$ cat src/rtl/branch_flush_pkg.sv
// Shared types and constants for the branch-redirect / pipeline-flush controller.
package branch_flush_pkg;

    localparam int XLEN_DEFAULT = 32;

    typedef enum logic [1:0] {
        IDLE  = 2'd0,
        FLUSH = 2'd1,
        ISSUE = 2'd2
    } state_e;

endpackage

$ cat src/rtl/branch_flush_ctrl_if.sv
// Redirect request / flush / PC-redirect bundle between the execute-stage
// redirect sources, the fetch/decode registers and the PC mux.
// Optional feature macro: BRANCH_FLUSH_STATS_EN (adds statistics counters).
interface branch_flush_ctrl_if
    import branch_flush_pkg::*;
#(
    parameter int XLEN    = XLEN_DEFAULT,
    parameter int NUM_SRC = 2
);

    logic                    stall;
    logic [NUM_SRC-1:0]      redirect_valid;
    logic [NUM_SRC*XLEN-1:0] redirect_target;
    logic                    flush;
    logic                    pc_sel;
    logic [XLEN-1:0]         pc_redirect;
    logic                    pc_redirect_valid;
    logic                    busy;

`ifdef BRANCH_FLUSH_STATS_EN
    logic [31:0]             redirect_cnt;
    logic [31:0]             flush_cycle_cnt;

    modport master (
        output stall, redirect_valid, redirect_target,
        input  flush, pc_sel, pc_redirect, pc_redirect_valid, busy,
        input  redirect_cnt, flush_cycle_cnt
    );

    modport slave (
        input  stall, redirect_valid, redirect_target,
        output flush, pc_sel, pc_redirect, pc_redirect_valid, busy,
        output redirect_cnt, flush_cycle_cnt
    );
`else
    modport master (
        output stall, redirect_valid, redirect_target,
        input  flush, pc_sel, pc_redirect, pc_redirect_valid, busy
    );

    modport slave (
        input  stall, redirect_valid, redirect_target,
        output flush, pc_sel, pc_redirect, pc_redirect_valid, busy
    );
`endif

endinterface

$ cat src/rtl/branch_flush_ctrl_redirect_arbiter.sv
// Combinational fixed-priority redirect arbiter: source 0 has the highest
// priority. Also intended for the exception/trap redirect path.
module redirect_arbiter
    import branch_flush_pkg::*;
#(
    parameter int XLEN    = XLEN_DEFAULT,
    parameter int NUM_SRC = 2
) (
    input  logic [NUM_SRC-1:0]      valid,
    input  logic [NUM_SRC*XLEN-1:0] target,
    output logic                    any_valid,
    output logic [XLEN-1:0]         win_target
);

    // Scan from the lowest priority upwards so the lowest set index is the last write.
    always_comb begin
        any_valid  = |valid;
        win_target = '0;
        for (int i = NUM_SRC - 1; i >= 0; i--) begin
            if (valid[i]) begin
                win_target = target[i*XLEN +: XLEN];
            end
        end
    end

endmodule

$ cat src/rtl/branch_flush_ctrl.sv
// Branch-redirect and pipeline-flush controller. Accepts the highest-priority
// redirect, flushes fetch/decode for FLUSH_DEPTH cycles (counting the request
// cycle), then strobes the held target into the PC for one cycle. Stall
// freezes everything; a new redirect while busy restarts the sequence.
// Optional feature macro: BRANCH_FLUSH_STATS_EN (redirect / flush-cycle counters).
module branch_flush_ctrl
    import branch_flush_pkg::*;
#(
    parameter int XLEN        = XLEN_DEFAULT,
    parameter int FLUSH_DEPTH = 2,
    parameter int NUM_SRC     = 2
) (
    input  logic         clk,
    input  logic         rst,
    branch_flush_ctrl_if.slave bus
);

    localparam int               CNT_W    = $clog2(FLUSH_DEPTH + 1);
    localparam logic [CNT_W-1:0] CNT_LOAD = CNT_W'(FLUSH_DEPTH);
    localparam logic [CNT_W-1:0] CNT_ONE  = CNT_W'(1);

    state_e            state;
    state_e            state_next;
    logic [CNT_W-1:0]  cnt;
    logic [CNT_W-1:0]  cnt_dec;
    logic [XLEN-1:0]   target_q;
    logic              arb_any;
    logic [XLEN-1:0]   arb_target;
    logic              accept;

    redirect_arbiter #(
        .XLEN    (XLEN),
        .NUM_SRC (NUM_SRC)
    ) u_arb (
        .valid      (bus.redirect_valid),
        .target     (bus.redirect_target),
        .any_valid  (arb_any),
        .win_target (arb_target)
    );

    // Requests are only taken in unstalled cycles and never while reset is held.
    assign accept  = !rst && !bus.stall && arb_any;
    assign cnt_dec = cnt - CNT_ONE;

    // State register.
    always_ff @(posedge clk or posedge rst) begin
        if (rst) begin
            state <= IDLE;
        end else begin
            state <= state_next;
        end
    end

    // Next-state: acceptance always (re)starts the sequence; ISSUE follows once cnt reaches 1.
    always_comb begin
        state_next = state;
        if (!bus.stall) begin
            if (accept) begin
                state_next = (CNT_LOAD == CNT_ONE) ? ISSUE : FLUSH;
            end else begin
                case (state)
                    IDLE:    state_next = IDLE;
                    FLUSH:   if (cnt_dec == CNT_ONE) state_next = ISSUE;
                    ISSUE:   state_next = IDLE;
                    default: state_next = IDLE;
                endcase
            end
        end
    end

    // Flush counter and held target; the counter never decrements below 1.
    always_ff @(posedge clk or posedge rst) begin
        if (rst) begin
            cnt      <= '0;
            target_q <= '0;
        end else if (accept) begin
            cnt      <= CNT_LOAD;
            target_q <= arb_target;
        end else if (!bus.stall && state == FLUSH && cnt > CNT_ONE) begin
            cnt      <= cnt_dec;
        end
    end

    // Outputs: the strobe is withheld when stalled or when a restart lands on ISSUE.
    always_comb begin
        bus.flush             = accept || state == FLUSH || state == ISSUE;
        bus.pc_sel            = bus.flush;
        bus.pc_redirect       = target_q;
        bus.pc_redirect_valid = state == ISSUE && !bus.stall && !accept;
        bus.busy              = state != IDLE;
    end

`ifdef BRANCH_FLUSH_STATS_EN
    logic [31:0] redirect_q;
    logic [31:0] flush_cycle_q;

    function automatic logic [31:0] sat_inc(input logic [31:0] v);
        return (v == 32'hFFFF_FFFF) ? v : v + 32'd1;
    endfunction

    // Saturating counters of accepted redirects and flushed cycles.
    always_ff @(posedge clk or posedge rst) begin
        if (rst) begin
            redirect_q    <= '0;
            flush_cycle_q <= '0;
        end else begin
            if (accept)    redirect_q    <= sat_inc(redirect_q);
            if (bus.flush) flush_cycle_q <= sat_inc(flush_cycle_q);
        end
    end

    assign bus.redirect_cnt    = redirect_q;
    assign bus.flush_cycle_cnt = flush_cycle_q;
`endif

endmodule

$ cat src/flat_wrapper.sv
// flat-port wrapper written by rule: the top's interface ports become plain ports
module branch_flush_ctrl_flat import branch_flush_pkg::*;
#(
    parameter int XLEN        = XLEN_DEFAULT,
    parameter int FLUSH_DEPTH = 2,
    parameter int NUM_SRC     = 2
)
  (clk, rst, bus_stall, bus_redirect_valid, bus_redirect_target, bus_flush, bus_pc_sel, bus_pc_redirect, bus_pc_redirect_valid, bus_busy);
  branch_flush_ctrl_if #(.XLEN(XLEN), .NUM_SRC(NUM_SRC)) bus_i ();
  input  logic clk;
  input  logic rst;
  input wire logic [$bits(bus_i.stall)-1:0] bus_stall;
  input wire logic [$bits(bus_i.redirect_valid)-1:0] bus_redirect_valid;
  input wire logic [$bits(bus_i.redirect_target)-1:0] bus_redirect_target;
  output wire logic [$bits(bus_i.flush)-1:0] bus_flush;
  output wire logic [$bits(bus_i.pc_sel)-1:0] bus_pc_sel;
  output wire logic [$bits(bus_i.pc_redirect)-1:0] bus_pc_redirect;
  output wire logic [$bits(bus_i.pc_redirect_valid)-1:0] bus_pc_redirect_valid;
  output wire logic [$bits(bus_i.busy)-1:0] bus_busy;
  assign bus_i.stall = bus_stall;
  assign bus_i.redirect_valid = bus_redirect_valid;
  assign bus_i.redirect_target = bus_redirect_target;
  assign bus_flush = bus_i.flush;
  assign bus_pc_sel = bus_i.pc_sel;
  assign bus_pc_redirect = bus_i.pc_redirect;
  assign bus_pc_redirect_valid = bus_i.pc_redirect_valid;
  assign bus_busy = bus_i.busy;
  branch_flush_ctrl #(.XLEN(XLEN), .FLUSH_DEPTH(FLUSH_DEPTH), .NUM_SRC(NUM_SRC)) u_core (.clk(clk), .rst(rst), .bus(bus_i));
endmodule
$ cat config.mk
export PLATFORM = sky130hd
export DESIGN_NAME = branch_flush_ctrl_flat
export DESIGN_NICKNAME = d
export VERILOG_FILES = /design/src/rtl/branch_flush_pkg.sv /design/src/rtl/branch_flush_ctrl_if.sv /design/src/rtl/branch_flush_ctrl_redirect_arbiter.sv /design/src/rtl/branch_flush_ctrl.sv /design/src/flat_wrapper.sv
export SDC_FILE = /design/constraint.sdc
export NUM_CORES = 1
export LEC_CHECK = 0
export ABC_AREA = 1
export CAP_MARGIN = 25
export CORE_MARGIN = 5
export CORE_UTILIZATION = 35
export CTS_CLUSTER_SIZE = 24
export DETAILED_ROUTE_END_ITERATION = 6
export GPL_ROUTABILITY_DRIVEN = 0
export GPL_TIMING_DRIVEN = 0
export MAX_ROUTING_LAYER = met4
export PLACE_DENSITY = 0.82
export SYNTH_ARGS = -nofsm -noshare
export SYNTH_HDL_FRONTEND = slang
export SYNTH_SLANG_ARGS = --single-unit
$ cat constraint.sdc
create_clock -name clk -period 1.5 [get_ports clk]
set_clock_uncertainty 0.2 [all_clocks]
set_input_delay 0.375 -clock clk [delete_from_list [all_inputs] [get_ports clk]]
set_output_delay 0.375 -clock clk [all_outputs]
set_load 0.01 [all_outputs]
After elaboration in Yosys (flattened, before gate mapping) --
Index checks and enable logic that the tools add are counted.
Word-level totals: register bits 36, bits of input ports 69, output and inout port bits 36
Operators by class: reduce and logical (&&, ||, !) cells 15, add/sub/neg operators 1, muxes and demuxes 7, bitwise logic cells 1, magnitude comparators 1, eq/ne operators 4
Operator list (count):
- 32-bit two-way mux | 2
- 2-bit two-way mux | 5
- 1-bit logical AND | 6
- 2-bit by 1-bit equality test with 1-bit output (second input constant) | 2
- 2-bit nonzero test | 2
- 1-bit logical NOT | 3
- 3-bit by 1-bit != test with 1-bit output (second input constant) | 1
- 2-bit equality test (second input constant) | 1
- 2-bit by 1-bit > comparator with 1-bit output (second input constant) | 1
- 1-bit logical OR | 2
- 2-bit AND reduction | 1
- 2-bit OR reduction | 1
- 2-bit by 1-bit subtractor with 2-bit output (second input constant) | 1
- 1-bit inverter | 1

Logic depth before layout (Yosys ltp) --
word-level depth 5, gate-level depth with buffers 8

Hierarchy --
From an unflattened synthesis, not the netlist that was laid out.
Unflattened totals: cell total of the unflattened synthesis 284, area, all modules 2212.1 µm²
Modules (own cells, without submodules):
- branch_flush_ctrl | cells an instance 175, times used 1, area an instance 1501.4 µm², sequential area each 900.9 µm²
- redirect_arbiter | cells an instance 109, times used 1, area an instance 710.7 µm², sequential area each 0.0 µm²

Worst setup path before layout --
No wires, ideal clock.
path kind input-to-output, start input bus_redirect_valid[1], end output bus_pc_sel, arrival 1.200 ns, buffers on the path 3, required time 0.925 ns, setup slack -0.275 ns, stages 5, cells stage by stage buf_2 -> o21ai_2 -> buf_2 -> nand3_1 -> buf_4
On the way: cells in the longest elaborated chain, start to end 4
Ends and longest elaborated chain:
- from (decl) | line flat_wrapper.sv:13 | input wire logic [$bits(bus_i.redirect_valid)-1:0] bus_redirect_valid;
- 2-bit OR reduction | line branch_flush_ctrl_redirect_arbiter.sv:17 | any_valid = |valid;
- 1-bit logical AND | line branch_flush_ctrl.sv:42 | assign accept = !rst && !bus.stall && arb_any;
- 1-bit logical OR (2 in series) | line branch_flush_ctrl.sv:86 | bus.flush = accept || state == FLUSH || state == ISSUE;
- to (decl) | line flat_wrapper.sv:16 | output wire logic [$bits(bus_i.pc_sel)-1:0] bus_pc_sel;
Every way passes these cells.

Worst setup path in the final report --
start register u_core.state[1], end output bus_pc_sel
On the way: cells in the longest elaborated chain, start to end 3, elaborated cells on any way between the ends 4, those cells by class eq/ne (2); reduce/logical (2)
Ends and longest elaborated chain:
- from (decl) | line branch_flush_ctrl.sv:22 | state_e state;
- from (signal assigned) | line branch_flush_ctrl.sv:50 | state <= state_next;
- 2-bit by 1-bit equality test with 1-bit output | line branch_flush_ctrl.sv:86
- 1-bit logical OR | line branch_flush_ctrl.sv:86
- 1-bit logical OR (*) | line branch_flush_ctrl.sv:86
Every way passes the cells marked *; elsewhere a longest branch is shown, timed or not.

==> flow_summary.json <==
{
  "cpMostUsedCell": "buf_6",
  "via_count": 2176,
  "fmax_mhz": 585,
  "critPathBufInv": 3,
  "dp_cells": 457,
  "dieArea_um2": 7180,
  "area_delta_synth_final_pct": 65.4,
  "cts_root_buf": "clkbuf_8",
  "clockBufferDepth": 2,
  "path_class": "reg -> out",
  "multiInputGateArea_um2": 931,
  "routed_via_density": 4.56,
  "rows": 27,
  "path_depth": 5,
  "holdWs_ps": 75.5,
  "rsz0062_at_grt": "true",
  "synth-edff-count": 0,
  "start_kind": "flip-flop",
  "crit_arrival_ps": 1130,
  "tightest_slew_ps": 818,
  "finalSetupViolCount": 4,
  "netlist-cell-type-count": 15,
  "synthesis.area_um2": 1950,
  "cp_top_family": "flip-flops",
  "p_sw_w": 0.00107,
  "syn-instance-count": 282,
  "slowest_stage": "dfrtp_1",
  "end_kind": "output pin",
  "drtPass1Iterations": 4,
  "synthArstFlopShare_pct": 100,
  "synth_seq_area_share_pct": 46.1,
  "reg2reg_depth": 7,
  "netlist_top_cells_count": "nand2_1, nand3_1, dfrtp_1",
  "status": "complete, but fails checks",
  "grt_use_met2_pct": 30.8,
  "grt_max_degree": 20,
  "period_minus_slack_ps": 1710,
  "fillers": 526,
  "drc": 0,
  "hold_violations": 0,
  "grt_pass1_wl_um": 10300,
  "pre_cts_ws_ps": -1190,
  "final_nets": 475,
  "yosysWarningCount": 0,
  "violations": "setup timing",
  "setup_ws_ps": -209,
  "leakagePower_nw": 1.78,
  "core_area_um2": 5470,
  "relSlewSlack_pct": 45.4,
  "cts_tree": "yes",
  "die_h_um": 84.7,
  "cpPeakStageDelay_ps": 410,
  "numClockSinks": 36,
  "synthFlopType": "dfrtp_1",
  "insertion_delay_ps": 280,
  "hold_class": "in -> async",
  "die_w_um": 84.7,
  "ir_worst_vdd_mv": 0.690,
  "internal-power_w": 0.00238,
  "grt-busiest-layer": "met2",
  "routedWlPerCell_um": 13.1,
  "ys_ff_latch": 36,
  "worstPathCellList": "inv_2 > nand2_2 > nand3_2 > buf_6 > buf_6",
  "post-dp-hpwl_um": 4690,
  "stdcell_count": 477,
  "pin_count": 105,
  "grt_overflow": 0,
  "swShare_pct": 31.0,
  "cts.htree.levels": 2,
  "antenna_found_initial": 0,
  "seq_area_um2": 901,
  "synth.area.top_cells": "dfrtp_1, nand2_1, nand3_1",
  "totalWireLength_um": 6240,
  "finalSetupTns_ps": -673,
  "drive_above_1_share_pct": 20.0,
  "port-buffer-count": 102,
  "drv_cap": 0,
  "start_util_pct": 35.7,
  "seqPwrFrac_pct": 36.8,
  "grt.met1_usage_pct": 21.0,
  "grt_use_met3_pct": 4.02,
  "synth.most_common_cell": "nand2_1",
  "synth_area_leader_cell": "dfrtp_1",
  "min_period_over_period_pct": 114,
  "crit_fanout": 2,
  "drt-initial-drc-count": 72,
  "grt_pass1_vias": 2292,
  "synth_nets": 353,
  "clock_power_share_pct": 27.1,
  "pwr-share-comb_pct": 36.1,
  "yosys.area.top_type_share_pct": 46.1,
  "holdBufCountCts": 0,
  "p_per_area_nw_per_um2": 1070,
  "numCtsBuffers": 5,
  "avgSynthCellArea_um2": 6.93,
  "ant_nets": 0,
  "clk_pin_slew_ps": 80,
  "final_max_slew_viol_count": 0,
  "grt_usage_pct": 17.9,
  "crit_required_ps": 920,
  "n_antenna_cell": 0
}
## path summary, 6_finish.rpt
check	start	endpoint	slack, ps
max	u_core.state[1]	bus_pc_sel	-210
min	rst	u_core.state[1]	80
max reg2reg	u_core.state[1]	u_core.cnt[1]	130
max in group asynchronous	rst	u_core.bus.pc_redirect[21]	450
min in group clk	bus_stall	u_core.state[1]	210
min reg2reg	u_core.bus.pc_redirect[13]	u_core.bus.pc_redirect[13]	280
## power groups by stage
stage	clock (W)	sequential (W)	combinational (W)
after floorplan	0	0.00132	0.000514
final	0.000934	0.00127	0.00125
after global routing	0.00100	0.00129	0.00138
after global placement	0	0.00127	0.00120
after CTS	0.000957	0.00127	0.00130
after detailed placement	0	0.00128	0.00125
## worst register-to-register path: stages, from the launching register on
cell	delay [ps]
dfrtp_1	420
inv_2	80
nand2_2	60
buf_4	140
nor2_2	130
nand3_1	90
nand2_1	80
nand2_1	60
## cell usage in the layout, fill, tap and decap left out
cell	count
nand2_1	167
clkdlybuf4s50_1	64
nand3_1	37
dfrtp_1	36
clkbuf_2	21
buf_2	18
buf_4	13
inv_1	8
buf_6	7
clkbuf_8	7
clkdlybuf4s15_1	5
inv_2	3
clkbuf_1	2
ha_1	2
buf_8	1
buf_12	1
nor2_4	1
o21ai_4	1
nand2_2	1
nor2_2	1
o21ai_0	1
nand2_4	1
nand3_2	1
nor3_4	1
o211ai_1	1
nor2_1	1
bufinv_16	1
buf_16	1
clkdlybuf4s15_2	1
## stage by stage
step,utilization (%),cell area [um2],power [W]
6_report,59.1,3230,0.00345
5_1_grt,59.1,3230,0.00367
4_1_cts,61.2,3350,0.00352
3_5_place_dp,57.3,3130,0.00253
3_3_place_gp,56.8,3110,0.00247
2_1_floorplan,-,2000,0.00184
## flip-flops by register name (all words and copies together) (netlist names)
signal,cells
u_core.bus.pc_redirect,32
u_core.state,2
u_core.cnt,2
## logic make-up after synthesis
family,Yosys count,share of synthesized area (%)
adder cells (fa/ha/maj),2,1.28
buffers and inverters,30,8.26
AND/OR/NAND/NOR,211,43.3
AO/OA/AOI/OAI,3,1.09
flip-flops,36,46.1
## cell type report
class                           instances  share of cell area, %
Buffer                                 19                   4.80
Clock buffer                            7                   2.98
Clock inverter                          1                  0.929
Inverter                               11                   1.28
Multi-Input combinational cell        216                   28.8
Sequential cell                        36                   27.9
Tap cell                               72                   2.79
Timing Repair Buffer                  115                   30.6
## routing by layer
metal,vias to the layer above,wire length [um]
met5,-,0
li1,1108,-
met3,12,424
met4,0,114
met1,976,2670
met2,80,3030
## repair_timing
action                     4_1_cts  5_1_grt
setup endpoints to repair       71       30
pin swaps                        5        0
buffers inserted                11        1
gates resized for setup        109       25
Power figures use the tool's default switching activity.
